<file path="src/rtl/cache_pkg.sv">
// Shared types for the cache request arbiter: muxed request record and default depth.
// Latency: n/a (types and constants only).
// Backpressure: n/a.
package cache_pkg;

  localparam int OUTSTANDING_DEFAULT = 4;

  typedef struct packed {
    logic [31:0] addr;
    logic        web;    // 0 = write, 1 = read
    logic [31:0] wdat;
    logic [3:0]  wmask;
  } cache_req_t;

endpackage

</file>
<file path="src/rtl/cache_id_fifo.sv">
// In-order FIFO of read-owner IDs between request issue and response return.
// Latency: a push is visible at head the cycle after it is written.
// Backpressure: none internally; caller must not push when full or pop when empty.
module cache_id_fifo
  import cache_pkg::*;
#(
  parameter int DEPTH = OUTSTANDING_DEFAULT,
  parameter int WIDTH = 1
) (
  input  logic                     clk,
  input  logic                     reset,
  input  logic                     push,
  input  logic [WIDTH-1:0]         push_id,
  input  logic                     pop,
  output logic [WIDTH-1:0]         head,
  output logic                     full,
  output logic                     empty,
  output logic [$clog2(DEPTH):0]   count
);

  localparam int AW = $clog2(DEPTH);
  localparam logic [AW:0] FULL_CNT = (AW + 1)'(DEPTH);

  logic [WIDTH-1:0] mem [DEPTH];
  logic [AW-1:0]    wr_ptr;
  logic [AW-1:0]    rd_ptr;
  logic [AW:0]      cnt;

  // Pointers wrap naturally; a simultaneous push and pop leaves the count unchanged.
  always_ff @(posedge clk or posedge reset) begin
    if (reset) begin
      wr_ptr <= '0;
      rd_ptr <= '0;
      cnt    <= '0;
    end else begin
      if (push) wr_ptr <= wr_ptr + 1'b1;
      if (pop)  rd_ptr <= rd_ptr + 1'b1;
      case ({push, pop})
        2'b10:   cnt <= cnt + 1'b1;
        2'b01:   cnt <= cnt - 1'b1;
        default: cnt <= cnt;
      endcase
    end
  end

  // Storage is not reset: only entries between the pointers are ever consumed.
  always_ff @(posedge clk) begin
    if (push) mem[wr_ptr] <= push_id;
  end

  assign head  = mem[rd_ptr];
  assign full  = (cnt == FULL_CNT);
  assign empty = (cnt == '0);
  assign count = cnt;

endmodule

</file>
<file path="src/rtl/cache_req_arb.sv">
// Merges fetch (m0) and load/store (m1) masters onto cache p0 and routes read data back.
// Latency: zero-cycle combinational request and response paths; grant decided same cycle.
// Backpressure: p0_urdy_i low locks the grant; reads blocked while the owner FIFO is full.
module cache_req_arb
  import cache_pkg::*;
#(
  parameter int OUTSTANDING = OUTSTANDING_DEFAULT
) (
  input  logic        clk,
  input  logic        reset,
  input  logic        m0_uvld_i,
  output logic        m0_urdy_o,
  input  logic [31:0] m0_addr_i,
  input  logic        m0_web_i,
  input  logic [31:0] m0_wdat_i,
  input  logic [3:0]  m0_wmask_i,
  output logic        m0_dvld_o,
  input  logic        m0_drdy_i,
  output logic [31:0] m0_ddat_o,
  input  logic        m1_uvld_i,
  output logic        m1_urdy_o,
  input  logic [31:0] m1_addr_i,
  input  logic        m1_web_i,
  input  logic [31:0] m1_wdat_i,
  input  logic [3:0]  m1_wmask_i,
  output logic        m1_dvld_o,
  input  logic        m1_drdy_i,
  output logic [31:0] m1_ddat_o,
  output logic        p0_uvld_o,
  input  logic        p0_urdy_i,
  output logic [31:0] p0_addr_o,
  output logic        p0_web_o,
  output logic [31:0] p0_wdat_o,
  output logic [3:0]  p0_wmask_o,
  input  logic        p0_dvld_i,
  output logic        p0_drdy_o,
  input  logic [31:0] p0_ddat_i,
  output logic        err_o
);

  localparam int CW = $clog2(OUTSTANDING) + 1;
  localparam logic [CW-1:0] FULL_CNT = CW'(OUTSTANDING);

  cache_req_t    req [2];
  cache_req_t    sel;
  logic [1:0]    uvld;
  logic [1:0]    elig;
  logic [1:0]    drdy;
  logic          gnt;
  logic          gnt_q;
  logic          rr_q;
  logic          lock_q;
  logic          err_q;
  logic          xfer;
  logic          stall;
  logic          fifo_push;
  logic          fifo_pop;
  logic          head;
  logic          fifo_full;
  logic          fifo_empty;
  logic [CW-1:0] id_cnt;

  // Pack master request fields so the p0 mux is a single index.
  always_comb begin
    req[0] = cache_req_t'{addr: m0_addr_i, web: m0_web_i, wdat: m0_wdat_i, wmask: m0_wmask_i};
    req[1] = cache_req_t'{addr: m1_addr_i, web: m1_web_i, wdat: m1_wdat_i, wmask: m1_wmask_i};
  end

  assign uvld = {m1_uvld_i, m0_uvld_i};
  assign drdy = {m1_drdy_i, m0_drdy_i};

  // Reads need a free owner slot (registered count only); writes are always eligible.
  always_comb begin
    elig = '0;
    for (int i = 0; i < 2; i++) begin
      elig[i] = uvld[i] & (~req[i].web | ~fifo_full);
    end
  end

  // Hold the stalled grant; otherwise round-robin among eligible masters, m0 by default.
  always_comb begin
    gnt = 1'b0;
    if (lock_q)                   gnt = gnt_q;
    else if (elig[0] && elig[1])  gnt = ~rr_q;
    else if (elig[1])             gnt = 1'b1;
  end

  assign sel        = req[gnt];
  assign p0_uvld_o  = elig[gnt];
  assign p0_addr_o  = sel.addr;
  assign p0_web_o   = sel.web;
  assign p0_wdat_o  = sel.wdat;
  assign p0_wmask_o = sel.wmask;

  assign m0_urdy_o  = ~gnt & p0_urdy_i & elig[0];
  assign m1_urdy_o  =  gnt & p0_urdy_i & elig[1];

  assign xfer       = p0_uvld_o & p0_urdy_i;
  assign stall      = p0_uvld_o & ~p0_urdy_i;
  assign fifo_push  = xfer & sel.web;

  // Round-robin pointer, stall lock and sticky orphan-response error.
  always_ff @(posedge clk or posedge reset) begin
    if (reset) begin
      rr_q   <= 1'b1;
      lock_q <= 1'b0;
      gnt_q  <= 1'b0;
      err_q  <= 1'b0;
    end else begin
      if (xfer) begin
        rr_q   <= gnt;
        lock_q <= 1'b0;
      end else if (stall) begin
        lock_q <= 1'b1;
        gnt_q  <= gnt;
      end
      if (p0_dvld_i && fifo_empty) err_q <= 1'b1;
    end
  end

  assign err_o = err_q;

  // Responses go to the owner at the FIFO head; orphans are absorbed.
  assign p0_drdy_o = fifo_empty | drdy[head];
  assign fifo_pop  = p0_dvld_i & p0_drdy_o & ~fifo_empty;
  assign m0_dvld_o = p0_dvld_i & ~fifo_empty & ~head;
  assign m1_dvld_o = p0_dvld_i & ~fifo_empty &  head;
  assign m0_ddat_o = p0_ddat_i;
  assign m1_ddat_o = p0_ddat_i;

  cache_id_fifo #(
    .DEPTH (OUTSTANDING),
    .WIDTH (1)
  ) u_id_fifo (
    .clk     (clk),
    .reset   (reset),
    .push    (fifo_push),
    .push_id (gnt),
    .pop     (fifo_pop),
    .head    (head),
    .full    (fifo_full),
    .empty   (fifo_empty),
    .count   (id_cnt)
  );

  // Eligibility gating guarantees the owner FIFO never overflows.
  assert property (@(posedge clk) disable iff (reset) !(fifo_push && (id_cnt == FULL_CNT)));

endmodule

</file>
<file path="config.mk">
export PLATFORM = sky130hd
export DESIGN_NAME = cache_req_arb
export DESIGN_NICKNAME = d
export VERILOG_FILES = /design/src/rtl/cache_pkg.sv /design/src/rtl/cache_id_fifo.sv /design/src/rtl/cache_req_arb.sv
export SDC_FILE = /design/constraint.sdc
export NUM_CORES = 1
export LEC_CHECK = 0
export ABC_AREA = 1
export ABC_CLOCK_PERIOD_IN_PS = 2400
export CAP_MARGIN = 10
export CORE_AREA = 2 2 124 126
export CTS_BUF_LIST = sky130_fd_sc_hd__clkbuf_16
export CTS_CLUSTER_SIZE = 24
export DETAILED_ROUTE_END_ITERATION = 10
export DIE_AREA = 0 0 126 128
export PLACE_DENSITY = 0.58
export REMOVE_ABC_BUFFERS = 1
export SYNTH_ARGS = -nofsm -noshare
export SYNTH_HDL_FRONTEND = slang
export SYNTH_SLANG_ARGS = --single-unit
</file>
<file path="constraint.sdc">
create_clock -name clk -period 2.4 [get_ports clk]
set_input_delay 0.48 -clock clk [delete_from_list [all_inputs] [get_ports clk]]
set_output_delay 0.48 -clock clk [all_outputs]
set_load 0.02 [all_outputs]
</file>
==> impl_metrics.json, run 1 <==
{
  "status": "complete, no violations",
  "final_common_cell": "nand2_1",
  "hold_path.class": "reg -> reg",
  "required_ps": 1920,
  "path_cells": "nor2_4 > nand3_2 > nand2_2 > nor2_4 > nand2_4 > nand2_8 > inv_8 > buf_8 > nand2_1 > nand2_1 > clkdlybuf4s15_2",
  "synthCells": 389,
  "portBuffers": 221,
  "p_leak_uw": 0.00225,
  "wl_met3_um": 2000,
  "crit_type": "reg -> out",
  "wl_met1_um": 5660,
  "fp.dieW_um": 126,
  "fin_crit_sh": 0.961,
  "fin_util": 0.298,
  "clock_latency_ps": 250,
  "nFillCells": 1681,
  "grt_pass1_vias": 2934,
  "yosysSeqAreaShare": 0.178,
  "maxCapViolCount": 0,
  "antenna_found_initial": 0,
  "die_area_mm2": 0.0161,
  "fin_worst_skew_ps": 6.24,
  "yosys.cell_types.count": 26,
  "num_rows": 45,
  "cts_tree": "yes",
  "peakVddDrop_uv": 408,
  "h-tree-depth": 1,
  "ys_seq_elements": 15,
  "final-hold-violation-count": 0,
  "start_util": 0.150,
  "top_layer_used": "met4",
  "drt-initial-drc-count": 108,
  "clkTransAtPathRegs_ps": 50,
  "slew_headroom": 0.680,
  "clock_sinks": 15,
  "syn_area_per_cell_um2": 5.72,
  "totalWireLength_um": 13200,
  "yosys_warnings": 0,
  "layout_common_cells": "nand2_1, clkdlybuf4s50_1, buf_2, buf_4, inv_1",
  "critPathMaxFanout": 12,
  "cts_root_buf": "clkbuf_16",
  "cts-buffers-inserted": 3,
  "hold_slack_ps": 479,
  "num_vias": 2956,
  "area_growth_pct": 99.4,
  "overflow": 0,
  "grt_pass1_wl_um": 18700,
  "crit_slowest_cell": "dfrtp_1",
  "arrival_ps": 1830,
  "ys_top_cells_by_area": "nand2_1, buf_4, dfrtp_1",
  "antennaDiodeCount": 0,
  "crit_buf_inv": 3,
  "dr.pass1.iters": 5,
  "final_layout_size_suffix_gt1_frac": 0.240,
  "num-nets-final": 755,
  "report.final.slew_viol_count": 0,
  "cp-end-kind": "output port",
  "synthDominantCellAreaShare": 0.386,
  "synth_top_area_cell": "nand2_1",
  "setup_viol": 0,
  "chipHeight_um": 128,
  "ant_nets": 0,
  "mappedNetlistArea_mm2": 0.00222,
  "fmax_ghz": 0.433,
  "worstMarginPinSlew_ps": 480,
  "finalPower_uw": 4970,
  "drc": 0,
  "dp_hpwl_um": 10800,
  "clockBufferDepth": 2,
  "worstSetupStartpointType": "flip-flop",
  "grt_start_max_net_pins": 26,
  "core_area_mm2": 0.0149,
  "path_delay_family": "simple AND/OR/NAND/NOR gates",
  "wl_met2_um": 5460,
  "gp_congestion": 0.795,
  "cp_slowest_stage_delay_ps": 400,
  "fin_crit_ps": 2310,
  "rsz0062_at_grt": "yes",
  "ios": 318,
  "wl_per_cell_um": 17.4,
  "grt.total_usage": 0.154,
  "avgViaCountPerCell": 3.90,
  "p_per_area_mw_per_mm2": 1120
}
-- state kept, by name (all words and copies together), names as in the netlist --
| signal | count |
|---|---|
| err_o | 1 |
| gnt_q | 1 |
| lock_q | 1 |
| rr_q | 1 |
| u_id_fifo.count | 3 |
| u_id_fifo.mem | 4 |
| u_id_fifo.rd_ptr | 2 |
| u_id_fifo.wr_ptr | 2 |
-- report_power, final --
part | switching (uW) | internal [uW] | leakage, uW
Sequential | 85.6 | 378 | 0.000165
Clock | 101 | 221 | 0.0000423
Combinational | 2400 | 1780 | 0.00205
Total | 2590 | 2380 | 0.00225
-- cell type report --
type                       count  area, um^2  area share
clock buffer                   3        75.1      0.0169
timing repair buffer         255        2350       0.530
tap                          188         235      0.0530
sequential                    15         397      0.0894
clock inverter                 1        3.75    0.000846
multi-input combinational    274        1280       0.290
inverter                      22        90.1      0.0203
-- timing repair --
item / 4_1_cts / 5_1_grt
gates cloned: 2 / 0
hold buffers: 0 / 0
buffers inserted: 4 / 4
endpoints found under the setup margin: 75 / 70
pin swaps: 7 / 8
resized for setup: 294 / 17
-- synthesized netlist by cell type, drive strengths merged --
| cell type | number |
|---|---|
| nand3 | 10 |
| nand3b | 1 |
| xor2 | 2 |
| nand2 | 233 |
| a21oi | 2 |
| dfrtp | 10 |
| inv | 22 |
| o21ai | 5 |
| fa | 1 |
| nor3 | 1 |
| xnor2 | 1 |
| nor2 | 10 |
| o21bai | 2 |
| edfxtp | 4 |
| a31o | 1 |
| dfstp | 1 |
| ha | 5 |
| buf | 78 |
-- worst reg2reg max path, stage by stage, from the launching register on --
cell and delay, ps:
dfrtp_1 400, nor2_4 160, nand3_2 100, nand3_2 90
nand2_4 80, nand2_8 110, buf_12 140, nand2_4 50
nand2_4 70, nor2_4 40, inv_2 60, ha_4 120
inv_2 40, fa_2 330, a21oi_1 140, o21ai_1 100
xor2_1 150
-- per-layer routing --
metal	vias to the layer above	GRT usage
li1	1462	-
met1	1267	0.198
met2	221	0.216
met3	6	0.104
met4	0	0.0162
met5	-	0.0464
-- through the flow --
| stage | TNS [ps] | area [um^2] | std cells | worst slack, ps |
|---|---|---|---|---|
| 2_1_floorplan | -12200 | 1670 | 311 | -251 |
| 3_3_place_gp | -34180 | 4390 | 744 | -559 |
| 3_5_place_dp | -34570 | 4390 | 744 | -566 |
| 4_1_cts | -62.4 | 4380 | 754 | -32.9 |
| 5_1_grt | -30.9 | 4440 | 758 | -10.9 |
| 6_report | 0 | 4440 | 758 | 92.7 |
-- worst paths after layout --
check	start	to	slack, ps	cells after the start
max	u_id_fifo.count[1]$_DFFE_PP0P_	p0_wdat_o[12]	90	11
min	err_o$_DFFE_PP0P_	err_o$_DFFE_PP0P_	480	1
min reg2reg	err_o$_DFFE_PP0P_	err_o$_DFFE_PP0P_	480	1
min in group asynchronous	reset	gnt_q$_DFFE_PP0P_	560	2
max in group asynchronous	reset	rr_q$_DFFE_PP1N_	1490	2
max reg2reg	u_id_fifo.count[1]$_DFFE_PP0P_	u_id_fifo.count[2]$_DFFE_PP0P_	100	16
-- logic make-up (layout without fill, tap and decap cells) --
family / Yosys count / count (layout) / share of synthesized area
adders and majority gates: 6 / 6 / 0.0371
AOI/OAI and AO/OA: 10 / 10 / 0.0264
xor gates and xnor gates: 3 / 3 / 0.0118
DFF: 15 / 15 / 0.178
and+or+nand+nor: 255 / 255 / 0.462
buffers and inverters: 100 / 281 / 0.285
(Power assumes the default switching activity.)
==> run 2, diff against run 1 <==
--- a/config.mk
+++ b/config.mk
@@ -6,14 +6,15 @@
 export NUM_CORES = 1
 export LEC_CHECK = 0
 export ABC_AREA = 1
-export ABC_CLOCK_PERIOD_IN_PS = 2400
+export ABC_CLOCK_PERIOD_IN_PS = 2890
 export CAP_MARGIN = 10
 export CORE_AREA = 2 2 124 126
 export CTS_BUF_LIST = sky130_fd_sc_hd__clkbuf_16
 export CTS_CLUSTER_SIZE = 24
 export DETAILED_ROUTE_END_ITERATION = 10
 export DIE_AREA = 0 0 126 128
-export PLACE_DENSITY = 0.58
+export HOLD_SLACK_MARGIN = 0.06
+export PLACE_DENSITY = 0.56
 export REMOVE_ABC_BUFFERS = 1
 export SYNTH_ARGS = -nofsm -noshare
 export SYNTH_HDL_FRONTEND = slang
==> constraint.sdc (replaced) <==
create_clock -name clk -period 2.89 [get_ports clk]
set_input_delay 0.578 -clock clk [delete_from_list [all_inputs] [get_ports clk]]
set_output_delay 0.578 -clock clk [all_outputs]
set_load 0.05 [all_outputs]
==> run 2 against run 1 <==
Worst setup slack better by 69 ps. Combinational power up 33%. Critical path type is now in -> out. Clock skew down 4.0 ps. Count of clock-buffer cells in the layout unchanged. Largest power group unchanged. Via count down 6.3%. Largest cell class unchanged. Non-clock buffer count down 27. Global-route usage down 2.2 points. Sequential share of layout area down 1.0 points. Register-to-register slack better by 360 ps. Critical endpoint is now p0_wdat_o[11].
==> impl_metrics.json, run 2 (same netlist as run 1, synthesis figures left out) <==
{
  "fp.dieW_um": 126,
  "p_switching_uw": 3320,
  "cts_root_buf": "clkbuf_16",
  "rsz0062_at_grt": "no",
  "hold_path.class": "reg -> reg",
  "fmax_ghz": 0.367,
  "overflow": 0,
  "fin_crit_sh": 0.944,
  "crit_type": "in -> out",
  "max_flop_register": "u_id_fifo.mem",
  "clkTransAtPathRegs_ps": 50,
  "setup_tns_ps": 0,
  "report.final.slew_viol_count": 0,
  "cts_resized": 0,
  "seqPwrFrac": 0.062,
  "dp_hpwl_um": 9660,
  "portBuffers": 221,
  "crit_end": "p0_wdat_o[11]",
  "p_int_uw": 2880,
  "chipHeight_um": 128,
  "num-nets-final": 728,
  "reg2regPathDepth": 15,
  "r2r_slack_ps": 460,
  "required_ps": 2310,
  "pwr-share-comb": 0.894,
  "status": "complete, no violations",
  "r2r_start": "u_id_fifo.count[0]$_DFFE_PP0P_",
  "num_vias": 2770,
  "hold_buffers": 0,
  "cts_tree": "yes",
  "grt_pass1_wl_um": 16300,
  "antenna_found_initial": 0,
  "drc": 0,
  "antennaDiodeCount": 0,
  "core_area_mm2": 0.0149,
  "h-tree-depth": 1,
  "cp-end-kind": "output port",
  "gp_congestion": 0.723,
  "totalWireLength_um": 11300,
  "arrival_ps": 2150,
  "maxCapViolCount": 0,
  "worstMarginPinSlew_ps": 487,
  "p_per_area_mw_per_mm2": 1240,
  "fin_crit_ps": 2730,
  "largest_reg_flops": 4,
  "final_layout_size_suffix_gt1_frac": 0.190,
  "place_inst": 727,
  "area_growth_pct": 126,
  "clock_latency_ps": 250,
  "drt-initial-drc-count": 86,
  "die_area_mm2": 0.0161,
  "cts-buffers-inserted": 3,
  "dr.pass1.iters": 6,
  "ios": 318,
  "worstSetupStartpointType": "primary input",
  "clockBufferDepth": 2,
  "slew_headroom": 0.674,
  "ant_nets": 0,
  "switching_share": 0.535,
  "final-hold-violation-count": 0,
  "final_common_cell": "nand2_1",
  "grt.total_usage": 0.132,
  "num_rows": 45,
  "final_cells": 731,
  "layout_common_cells": "nand2_1, clkdlybuf4s50_1, buf_12, inv_1, dfrtp_1",
  "startpoint": "m1_web_i",
  "grt_pass1_vias": 2702,
  "timing.rr.end": "u_id_fifo.count[2]$_DFFE_PP0P_",
  "clock_sinks": 15,
  "peakVddDrop_uv": 477,
  "fin_worst_skew_ps": 2.21,
  "wl_per_cell_um": 15.5,
  "start_util": 0.150,
  "p_leak_uw": 0.00240,
  "p_clk_frac": 0.044,
  "avgViaCountPerCell": 3.79,
  "critPathMaxFanout": 32,
  "setup_viol": 0,
  "grt_start_max_net_pins": 42,
  "cts_setup_buffers": 0
}
run 2: final cells by class:
cell class | count | area (um^2)
clock buffers | 3 | 75.1
clock inverters | 1 | 5.00
fillers | 1568 | 9850
inverters | 22 | 82.6
multi-input cells | 274 | 1190
flip-flops and latches | 15 | 397
well taps | 188 | 235
repair buffers | 228 | 3030
run 2: how the worst min path moves through the flow:
stage          slack [ps]        startpoint                 to  cells past startpoint
2_1_floorplan         430             reset  err_o$_DFFE_PP0P_                      1
3_3_place_gp          460  rr_q$_DFFE_PP1N_   rr_q$_DFFE_PP1N_                      2
3_5_place_dp          470  rr_q$_DFFE_PP1N_   rr_q$_DFFE_PP1N_                      2
4_1_cts               480  rr_q$_DFFE_PP1N_   rr_q$_DFFE_PP1N_                      2
5_1_grt               500  rr_q$_DFFE_PP1N_   rr_q$_DFFE_PP1N_                      2
6_report              480  rr_q$_DFFE_PP1N_   rr_q$_DFFE_PP1N_                      2
run 2: power by group through the flow:
stage          registers [uW]  clock network [uW]  logic [uW]
6_report                  381                 275        5540
2_1_floorplan             375                   0        2710
5_1_grt                   395                 293        5850
4_1_cts                   382                 284        5620
3_5_place_dp              385                   0        5610
3_3_place_gp              385                   0        5600
run 2: metrics by stage:
step | cell area (um^2) | hold WS, ps | setup WS, ps | util | total power (uW)
floorplan | 1670 | 430 | -232 | - | 3090
global placement | 4940 | 463 | 64.7 | 0.332 | 5990
detailed placement | 4940 | 466 | 10.8 | 0.332 | 6000
CTS | 5020 | 481 | 122 | 0.338 | 6290
global route | 5020 | 501 | 3.38 | 0.338 | 6530
finish | 5020 | 476 | 162 | 0.338 | 6200
run 2: worst max-delay path, stage by stage:
cell             delay [ps]
clkdlybuf4s50_1         470
nand3_1                  80
nand2_1                 100
nor2_2                   50
nand2_4                  70
nand2_4                 100
inv_2                   120
buf_12                  200
nand2_1                  70
nand2_1                 120
buf_12                  150
run 2: routing by layer:
metal  wire length [um]  GRT usage  part of all wire
met1               4890      0.167              0.43
met4                 50     0.0162            0.0044
met3               1730     0.0918              0.15
met2               4600      0.183              0.41
met5                 68     0.0495            0.0060
